==> src/rtl/agex_muldiv_seq_pkg.sv <==
// Op/state encodings and op-decode helpers for the AGEX mul/div sequencer.
// Purely declarative: no latency or flow control of its own.
package agex_muldiv_seq_pkg;

  typedef enum logic [2:0] {
    MD_OP_MUL    = 3'd0,
    MD_OP_MULH   = 3'd1,
    MD_OP_MULHSU = 3'd2,
    MD_OP_MULHU  = 3'd3,
    MD_OP_DIV    = 3'd4,
    MD_OP_DIVU   = 3'd5,
    MD_OP_REM    = 3'd6,
    MD_OP_REMU   = 3'd7
  } md_op_e;

  typedef enum logic [1:0] {
    MD_ST_IDLE = 2'd0,
    MD_ST_BUSY = 2'd1,
    MD_ST_DONE = 2'd2
  } md_state_e;

  function automatic logic md_is_div(input logic [2:0] op);
    return op[2];
  endfunction

  function automatic logic md_want_hi(input logic [2:0] op);
    return !op[2] && (op[1:0] != 2'b00);
  endfunction

  function automatic logic md_want_rem(input logic [2:0] op);
    return op[2] & op[1];
  endfunction

  function automatic logic md_signed_a(input logic [2:0] op);
    return (op == MD_OP_MULH) || (op == MD_OP_MULHSU) || (op == MD_OP_DIV) || (op == MD_OP_REM);
  endfunction

  function automatic logic md_signed_b(input logic [2:0] op);
    return (op == MD_OP_MULH) || (op == MD_OP_DIV) || (op == MD_OP_REM);
  endfunction

endpackage

==> src/rtl/agex_muldiv_seq_iter_dp.sv <==
// Iterative datapath: one shift-add multiply or restoring-divide step per cycle on unsigned magnitudes.
// Latency is one cycle per step; no flow control, the sequencer drives load/step.
module agex_muldiv_seq_iter_dp #(
  parameter int XLEN = 32
) (
  input  logic            clk,
  input  logic            reset_n,
  input  logic            load,
  input  logic            step,
  input  logic            is_div,
  input  logic [XLEN-1:0] a,
  input  logic [XLEN-1:0] b,
  output logic [XLEN-1:0] hi,
  output logic [XLEN-1:0] lo
);

  logic [XLEN-1:0] hi_q, lo_q, b_q;
  logic [XLEN:0]   mul_sum;
  logic [XLEN:0]   shifted;
  logic [XLEN:0]   trial;

  // Remainder stays below the divisor, so the XLEN+1-bit trial's top bit is a true sign.
  always_comb begin
    mul_sum = {1'b0, hi_q} + {1'b0, (lo_q[0] ? b_q : {XLEN{1'b0}})};
    shifted = {hi_q, lo_q[XLEN-1]};
    trial   = shifted - {1'b0, b_q};
  end

  always_ff @(posedge clk or negedge reset_n) begin
    if (!reset_n) begin
      hi_q <= '0;
      lo_q <= '0;
      b_q  <= '0;
    end else if (load) begin
      hi_q <= '0;
      lo_q <= a;
      b_q  <= b;
    end else if (step) begin
      if (is_div) begin
        hi_q <= trial[XLEN] ? shifted[XLEN-1:0] : trial[XLEN-1:0];
        lo_q <= {lo_q[XLEN-2:0], ~trial[XLEN]};
      end else begin
        hi_q <= mul_sum[XLEN:1];
        lo_q <= {mul_sum[0], lo_q[XLEN-1:1]};
      end
    end
  end

  assign hi = hi_q;
  assign lo = lo_q;

endmodule

==> src/rtl/agex_muldiv_seq.sv <==
// AGEX mul/div sequencer: result_valid XLEN+1 cycles after start; stall_out holds the pipeline until then.
// Signed ops (MULH/MULHSU/DIV/REM) only when MULDIV_SIGNED_EN is defined; otherwise mapped to unsigned.
module agex_muldiv_seq
  import agex_muldiv_seq_pkg::*;
#(
  parameter int XLEN  = 32,
  parameter int CNT_W = 6
) (
  input  logic            clk,
  input  logic            reset_n,
  input  logic            start,
  input  logic [2:0]      op,
  input  logic [XLEN-1:0] rs1_val,
  input  logic [XLEN-1:0] rs2_val,
  input  logic            flush,
  output logic            stall_out,
  output logic            result_valid,
  output logic [XLEN-1:0] result,
  output logic            busy
);

  md_state_e       state_q, state_d;
  logic [CNT_W-1:0] cnt_q;
  logic [2:0]      op_q;
  logic [XLEN-1:0] result_q;
  logic            dp_load, dp_step;
  logic [XLEN-1:0] a_acc, b_acc;
  logic [XLEN-1:0] dp_hi, dp_lo;
  logic [XLEN-1:0] fix_res;

  always_ff @(posedge clk or negedge reset_n) begin
    if (!reset_n) state_q <= MD_ST_IDLE;
    else          state_q <= state_d;
  end

  always_comb begin
    state_d      = state_q;
    stall_out    = 1'b0;
    busy         = 1'b0;
    result_valid = 1'b0;
    dp_load      = 1'b0;
    dp_step      = 1'b0;
    case (state_q)
      MD_ST_IDLE: begin
        // Combinational stall keeps the op in AGEX on the accept edge.
        stall_out = start & ~flush & reset_n;
        if (start && !flush) begin
          dp_load = 1'b1;
          state_d = MD_ST_BUSY;
        end
      end
      MD_ST_BUSY: begin
        stall_out = 1'b1;
        busy      = 1'b1;
        if (flush) begin
          state_d = MD_ST_IDLE;
        end else begin
          dp_step = 1'b1;
          if (cnt_q == '0) state_d = MD_ST_DONE;
        end
      end
      MD_ST_DONE: begin
        result_valid = 1'b1;
        state_d      = MD_ST_IDLE;
      end
      default: state_d = MD_ST_IDLE;
    endcase
  end

  always_ff @(posedge clk or negedge reset_n) begin
    if (!reset_n) begin
      cnt_q    <= '0;
      op_q     <= '0;
      result_q <= '0;
    end else begin
      if (dp_load) begin
        cnt_q <= CNT_W'(XLEN - 1);
        op_q  <= op;
      end else if (dp_step) begin
        cnt_q <= cnt_q - 1'b1;
      end
      if (result_valid) result_q <= fix_res;
    end
  end

`ifdef MULDIV_SIGNED_EN
  logic                a_sgn, b_sgn, neg_acc, neg_q;
  logic [2*XLEN-1:0]   prod, prod_fix;
  logic [XLEN-1:0]     div_raw, div_fix;

  // Divide by zero already yields all-ones quotient / dividend remainder, so only the remainder sign applies.
  always_comb begin
    a_sgn = md_signed_a(op) & rs1_val[XLEN-1];
    b_sgn = md_signed_b(op) & rs2_val[XLEN-1];
    a_acc = a_sgn ? -rs1_val : rs1_val;
    b_acc = b_sgn ? -rs2_val : rs2_val;
    if (md_is_div(op))
      neg_acc = md_want_rem(op) ? a_sgn : ((a_sgn ^ b_sgn) & (rs2_val != '0));
    else
      neg_acc = a_sgn ^ b_sgn;
  end

  always_ff @(posedge clk or negedge reset_n) begin
    if (!reset_n)     neg_q <= 1'b0;
    else if (dp_load) neg_q <= neg_acc;
  end

  always_comb begin
    prod     = {dp_hi, dp_lo};
    prod_fix = neg_q ? -prod : prod;
    div_raw  = md_want_rem(op_q) ? dp_hi : dp_lo;
    div_fix  = neg_q ? -div_raw : div_raw;
    if (md_is_div(op_q))
      fix_res = div_fix;
    else
      fix_res = md_want_hi(op_q) ? prod_fix[2*XLEN-1:XLEN] : prod_fix[XLEN-1:0];
  end
`else
  always_comb begin
    a_acc = rs1_val;
    b_acc = rs2_val;
    if (md_is_div(op_q))
      fix_res = md_want_rem(op_q) ? dp_hi : dp_lo;
    else
      fix_res = md_want_hi(op_q) ? dp_hi : dp_lo;
  end
`endif

  agex_muldiv_seq_iter_dp #(.XLEN(XLEN)) u_dp (
    .clk     (clk),
    .reset_n (reset_n),
    .load    (dp_load),
    .step    (dp_step),
    .is_div  (md_is_div(op_q)),
    .a       (a_acc),
    .b       (b_acc),
    .hi      (dp_hi),
    .lo      (dp_lo)
  );

  // Result is live during the DONE pulse and held afterwards.
  assign result = (state_q == MD_ST_DONE) ? fix_res : result_q;

endmodule

==> config.mk <==
export PLATFORM = sky130hd
export DESIGN_NAME = agex_muldiv_seq
export DESIGN_NICKNAME = d
export VERILOG_FILES = /design/src/rtl/agex_muldiv_seq_pkg.sv /design/src/rtl/agex_muldiv_seq_iter_dp.sv /design/src/rtl/agex_muldiv_seq.sv
export SDC_FILE = /design/constraint.sdc
export NUM_CORES = 1
export LEC_CHECK = 0
export CORE_ASPECT_RATIO = 0.8
export CORE_MARGIN = 2
export CORE_UTILIZATION = 41
export CTS_BUF_LIST = sky130_fd_sc_hd__clkbuf_4 sky130_fd_sc_hd__clkbuf_8
export DETAILED_ROUTE_END_ITERATION = 8
export DONT_BUFFER_PORTS = 1
export GPL_ROUTABILITY_DRIVEN = 0
export PLACE_DENSITY = 0.6
export SYNTH_ARGS = -nofsm -noshare
export SYNTH_HDL_FRONTEND = slang
export SYNTH_SLANG_ARGS = --single-unit
export TNS_END_PERCENT = 30
==> constraint.sdc <==
create_clock -name clk -period 4.5 [get_ports clk]
set_input_delay 0.225 -clock clk [delete_from_list [all_inputs] [get_ports clk]]
set_output_delay 0.225 -clock clk [all_outputs]
set_load 0.01 [all_outputs]
=== After elaboration in Yosys (flattened, before gate mapping) ===
Index checks and enable logic that the tools add are counted.

* Output and inout bits: 35
* ROM bits: 0
* Memories: 0
* Memory bits (writable): 0
* Latch bits: 0
* Word-level logic and storage cells: 53
* Register bits after elaboration: 139

* Shift operators: 0
* Mux-type cells: 25
* Bitwise logic cells: 5
* Eq/ne operators: 4
* $mul: 0
* Div/mod/pow operators: 0
* Reduce and logical (&&, ||, !) cells: 9
* $lt $le $gt $ge: 0
* Add/subtract/negate cells: 3

{| class="wikitable"
|+ Operators with widths
! operator !! count
|-
| 2-to-1 mux 32 bit || 12
|-
| adder 32 x 32 -> 33 bit || 1
|-
| subtractor 33 x 32 -> 33 bit || 1
|-
| 2-to-1 mux 6 bit || 2
|-
| zero test 6 bit || 1
|-
| 2-to-1 mux 1 bit || 6
|-
| 2-to-1 mux 2 bit || 3
|-
| subtractor 6 x 1 -> 6 bit, second input constant || 1
|-
| one-hot mux 2 bit (2 select lines) || 1
|-
| nonzero test 2 bit || 2
|-
| AND 1 bit || 3
|-
| inequality test 3 bit, second input constant || 1
|-
| equality test 2 x 1 -> 1 bit, second input constant || 1
|-
| equality test 2 bit, second input constant || 1
|-
| logical AND 1 bit || 2
|-
| zero test 1 bit || 2
|-
| zero test 2 bit || 1
|-
| inequality test 2 bit, second input constant || 1
|-
| NOT 1 bit || 2
|-
| one-hot mux 1 bit (2 select lines) || 1
|-
| AND reduction 2 bit || 1
|}

=== Longest topological paths before layout ===
* Depth in word-level cells: 5
* Gate-level depth with buffers: 15

=== By module ===
A second synthesis with hierarchy kept.

* Cell total of the unflattened synthesis: 1279
* Area total of the unflattened synthesis: 10487.6 um2

{| class="wikitable"
|+ Modules (own cells, without submodules)
! module !! times used !! cells each !! area an instance (um2)
|-
| agex_muldiv_seq_iter_dp || 1 || 1036 || 8234.1
|-
| agex_muldiv_seq || 1 || 243 || 2253.4
|}

=== Least setup slack after synthesis ===
Ideal clock, no wire load.

* Kind: reg2reg
* Start: register u_dp.lo_q[31] (netlist: u_dp.lo[31])
* End: register u_dp.hi_q[24] (netlist: u_dp.hi[24])
* Required time: 4.370 ns
* Setup time: 0.130 ns
* Slack: 1.216 ns
* Buffers on the path: 1
* Cell stages (with the launch flop): 15
* Arrival: 3.154 ns
* Path through: dfrtp_1 inv_1 ha_1 fa_1 nand2b_1 a211oi_2 o21ai_2 o311ai_4 a41oi_2 o21ai_2 xor2_2 buf_6 mux2_2 a22oi_1 o21ai_0

* Longest elaborated chain between the ends: 5

{| class="wikitable"
|+ RTL lines
! element !! line !! RTL
|-
| start, declared || agex_muldiv_seq_iter_dp.sv:17 || <nowiki>logic [XLEN-1:0] hi_q, lo_q, b_q;</nowiki>
|-
| start signal, assigned || agex_muldiv_seq_iter_dp.sv:41 || <nowiki>lo_q <= {lo_q[XLEN-2:0], ~trial[XLEN]};</nowiki>
|-
| start signal, assigned || agex_muldiv_seq_iter_dp.sv:44 || <nowiki>lo_q <= {mul_sum[0], lo_q[XLEN-1:1]};</nowiki>
|-
| subtractor 33 x 32 -> 33 bit || agex_muldiv_seq_iter_dp.sv:26 || <nowiki>trial = shifted - {1'b0, b_q};</nowiki>
|-
| 2-to-1 mux 32 bit || agex_muldiv_seq_iter_dp.sv:40 || <nowiki>hi_q <= trial[XLEN] ? shifted[XLEN-1:0] : trial[XLEN-1:0];</nowiki>
|-
| 2-to-1 mux 32 bit || agex_muldiv_seq_iter_dp.sv:39 || <nowiki>if (is_div) begin</nowiki>
|-
| 2-to-1 mux 32 bit || agex_muldiv_seq_iter_dp.sv:38 || <nowiki>end else if (step) begin</nowiki>
|-
| 2-to-1 mux 32 bit || agex_muldiv_seq_iter_dp.sv:34 || <nowiki>end else if (load) begin</nowiki>
|-
| end signal, assigned || agex_muldiv_seq_iter_dp.sv:40 ||
|-
| end signal, assigned || agex_muldiv_seq_iter_dp.sv:43 || <nowiki>hi_q <= mul_sum[XLEN:1];</nowiki>
|-
| end, declared || agex_muldiv_seq_iter_dp.sv:17 ||
|}

No other way between the ends. The select of a mux whose other input is x is not followed.
A chain may end at the register's enable or synchronous reset.

=== Worst setup path after layout ===
* Start: register u_dp.lo_q[31] (netlist: u_dp.lo[31])
* End: register u_dp.hi_q[12] (netlist: u_dp.hi[12])

Same word-level chain as after synthesis.

==> impl_summary.log <==
[metrics] crit path kind: reg -> reg
[metrics] endpoints failing hold: 0
[metrics] Worst Clk Skew: 0.0233 ns
[metrics] Rel. slew slack: 42.5%
[metrics] Leak: 5.22 nW
[metrics] detailed-router iteration count before antenna repair: 5
[metrics] Pwr Total: 6.77 mW
[metrics] final wirelength: 28200 µm
[metrics] final critical path time including I/O delays and setup: 3.85 ns
[metrics] Crit path arrival time: 4.21 ns
[metrics] leading cell type in the layout, fill and taps excluded: sky130_fd_sc_hd__nand2_1
[metrics] routed len/inst: 18.0 µm
[metrics] sequential cell fraction of total power: 28.4%
[metrics] maximum net fanout on the critical path: 29
[metrics] sw frac: 46.3%
[metrics] Slowest-stage cell, CP: sky130_fd_sc_hd__xor2_4
[metrics] wire length of the first global-routing pass: 44000 µm
[metrics] cell area after synthesis: 10100 µm²
[metrics] clock tree from TritonCTS: yes
[metrics] commonest cells after routing, fill and taps aside: sky130_fd_sc_hd__nand2_1, sky130_fd_sc_hd__o21ai_0, sky130_fd_sc_hd__dfrtp_1, sky130_fd_sc_hd__a21oi_1, sky130_fd_sc_hd__mux2i_1
[metrics] vias after detailed routing: 8737
[metrics] number of design rule violations left after detail routing: 0
[metrics] result of the run: completed
[metrics] number of instances in the synthesized netlist: 1198
[metrics] detailed-route vias per instance: 5.58
[metrics] CTS clock-pin slew for the worst setup and hold paths: 0.09 ns
[metrics] distinct cell type count after synthesis: 68
[metrics] clock share of power: 16.1%
[metrics] cell internal pwr: 3.64 mW
[metrics] Avg Cell Area, Syn: 8.41 µm²
[metrics] total number of yosys warnings: 0
[metrics] maximum cell stage delay along the critical path: 0.41 ns
[metrics] Routed Antenna Nets: 0
[metrics] FP Rows: 51
[metrics] source-to-sink clock delay at the later pin of the worst-skew pair: 0.47 ns
[metrics] slew at the pin closest to its max-slew limit: 0.860 ns
[metrics] CTS sink cnt: 139
[metrics] post-DP HPWL: 20400 µm
[metrics] top-level I/O count: 106
[metrics] class of the worst hold path: in -> reg
[metrics] worst path cell trace: inv_1, ha_1, fa_1, nand2b_1, a211oi_2, o21ai_2, o311ai_4, a41oi_2, o21ai_2, xor2_4, buf_12, mux2i_1, mux2i_1, a22o_1
[metrics] Starting Density: 41.5%
[metrics] total core area: 24200 µm²
[metrics] number of buffers inserted during clock tree synthesis: 17
[metrics] Sw Pwr: 3.14 mW
[metrics] all-layer global routing usage: 21.9%
[metrics] depth of the CTS H-tree: 4
[metrics] Initial DRC Count: 772
[metrics] power density normalized to cell area: 591 nW/µm²
[metrics] type of destination of the critical path: flip-flop
[metrics] P&R area growth vs syn: 13.8%
[metrics] Max Slew Vio Count: 0
[metrics] family of cells with the greatest summed delay on the critical path: compound AO/OA/AOI/OAI gates
[metrics] worst path required time: 4.85 ns
[metrics] RSZ-0062 raised after global routing: false
[metrics] number of buffers inserted by port buffering: 0
[metrics] max-cap violations: 0
[metrics] Final Cycle Share: 85.7%
[metrics] Die H: 144 µm
[metrics] combinational group share of total power: 55.4%
[metrics] share of flip-flops with an asynchronous set or reset: 100%
[metrics] Yosys reg bits: 139
[metrics] number of antenna cells inserted: 0
[metrics] CP Launch Type: flip-flop
[metrics] maximum root-to-sink buffer count: 2
[metrics] number of enable flip-flop cells after synthesis: 0
[metrics] number of setup violations in the final report: 0
[metrics] register area share after synthesis: 34.5%
[metrics] aggregate negative setup slack: 0 ns
[metrics] worst supply voltage drop on vdd: 0.225 mV
[metrics] maximum frequency from static timing analysis: 259 MHz
[metrics] top flip-flop cell by instance count after synthesis: sky130_fd_sc_hd__dfrtp_1
[metrics] Gates resized, CTS repair: 0
[metrics] via count of the first global-routing pass: 8139
[metrics] Net Count, Synth: 1337
[metrics] Die Area: 25900 µm²
[metrics] global route overflow: 0
[metrics] root buffer selected by CTS: sky130_fd_sc_hd__clkbuf_8
[metrics] proportion of layout cells with a drive suffix above 1: 5.53%
[metrics] Buffers & Inverters on Critical Path: 2
[metrics] Die Width: 179 µm
[metrics] initial antenna violation count: 0
[metrics] pin count of the biggest net entering global routing: 140
[metrics] nets@finish: 1374
[path summary, 6_finish.rpt]
kind	start	end	slack, ns	cells after the start
worst max-delay path	u_dp.lo[31]$_DFFE_PN0P_	u_dp.hi[12]$_DFFE_PN0P_	0.65	14
worst min-delay path	flush	state_q[1]$_DFFE_PN0P_	0.14	3
worst max register to register	u_dp.lo[31]$_DFFE_PN0P_	u_dp.hi[12]$_DFFE_PN0P_	0.65	14
worst min register to register	u_dp.b_q[0]$_DFFE_PN0P_	u_dp.b_q[0]$_DFFE_PN0P_	0.53	2
max in group asynchronous	reset_n	u_dp.lo[12]$_DFFE_PN0P_	3.49	2
min in group asynchronous	reset_n	result_q[7]$_DFFE_PN0P_	0.42	2
[worst register-to-register path, delay by kind of cell, from the launching register on]
family	cells	cell delay [ns]
AO/OA/AOI/OAI	6	1.51
XOR/XNOR	1	0.41
adder cells (fa/ha/maj)	2	0.61
buffers and inverters	2	0.34
flip-flops	1	0.36
multiplexers	2	0.33
AND/OR/NAND/NOR	1	0.20
[area by class of cell]
class,count,area [µm²]
fillers,2368,12800
multi-input cells,943,6160
flip-flops and latches,139,3480
repair buffers,83,826
well taps,318,398
clock buffers,19,255
inverters,51,191
clock inverters,13,156
[cell families after synthesis]
logic type / share of synthesized area, %
muxes: 9.23
buffers and inverters: 4.69
DFF: 34.5
and+or+nand+nor: 15.8
adders and majority gates: 8.59
xor gates and xnor gates: 4.86
AOI/OAI and AO/OA: 22.3
[through the flow]
step                setup slack [ns]  hold slack, ns  instance area, µm²  cells  util [%]
finish                         0.645           0.144               11500   1566      47.3
CTS                            0.657           0.123               11500   1566      47.3
global placement               0.706         -0.0663               10300   1465      42.7
floorplan                       1.22         -0.0706               10100   1198         -
global route                   0.405           0.151               11500   1566      47.3
detailed placement             0.700         -0.0664               10300   1465      42.7
[cell usage after synthesis, types with 3 or more instances]
cell                       number  share of area [%]
sky130_fd_sc_hd__a211oi_1       4               0.30
sky130_fd_sc_hd__a21o_1        32                2.4
sky130_fd_sc_hd__a21oi_1      101                5.0
sky130_fd_sc_hd__a221oi_1       3               0.26
sky130_fd_sc_hd__a22oi_1       18                1.3
sky130_fd_sc_hd__a31oi_1        7               0.43
sky130_fd_sc_hd__a32oi_1        4               0.35
sky130_fd_sc_hd__and2_1        35                2.2
sky130_fd_sc_hd__and3_1         5               0.31
sky130_fd_sc_hd__and4_1         4               0.35
sky130_fd_sc_hd__buf_1          3               0.11
sky130_fd_sc_hd__clkbuf_1      56                2.1
sky130_fd_sc_hd__dfrtp_1      139                 35
sky130_fd_sc_hd__ha_1          66                8.2
sky130_fd_sc_hd__inv_1         51                1.9
sky130_fd_sc_hd__mux2_2         6               0.67
sky130_fd_sc_hd__mux2i_1       85                8.4
sky130_fd_sc_hd__nand2_1      163                6.1
sky130_fd_sc_hd__nand2b_1      11               0.68
sky130_fd_sc_hd__nand3_1       21                1.0
sky130_fd_sc_hd__nand4_1       11               0.68
sky130_fd_sc_hd__nor2_1        73                2.7
sky130_fd_sc_hd__nor2b_1       11               0.68
sky130_fd_sc_hd__nor3_1         6               0.30
sky130_fd_sc_hd__o211ai_1       7               0.52
sky130_fd_sc_hd__o21a_1         3               0.22
sky130_fd_sc_hd__o21ai_0      145                7.2
sky130_fd_sc_hd__o21ai_1       15               0.75
sky130_fd_sc_hd__o21bai_1       6               0.45
sky130_fd_sc_hd__o221ai_1       4               0.35
sky130_fd_sc_hd__o31ai_1        3               0.22
sky130_fd_sc_hd__xnor2_1       33                2.9
sky130_fd_sc_hd__xor2_1        21                1.8
[layer usage]
layer | up-vias | global-route usage [%] | routed length [µm]
met5 | - | 0 | 0
met2 | 283 | 30.2 | 11100
met1 | 4116 | 34.8 | 14700
met3 | 28 | 3.92 | 2010
li1 | 4310 | - | -
met4 | 0 | 4.63 | 335
[power groups by stage]
stage	registers, mW	logic [mW]	clock network, mW
global route	1.96	4.14	1.16
global placement	1.93	3.59	0
floorplan	1.74	2.92	0
finish	1.93	3.75	1.09
CTS	1.91	3.70	1.12
detailed placement	1.94	3.60	0
[state kept, by name, summed over array words and instances, names as in the netlist]
signal / flops
cnt_q: 6
op_q: 3
result_q: 32
state_q: 2
u_dp.b_q: 32
u_dp.hi: 32
u_dp.lo: 32
[timing repair]
action | CTS | global route
setup endpoints to repair | 0 | 0
buffers inserted | 0 | 0
hold buffers | 69 | 0
endpoints found under the hold margin | 206 | 0
Power figures use the tool's default switching activity.
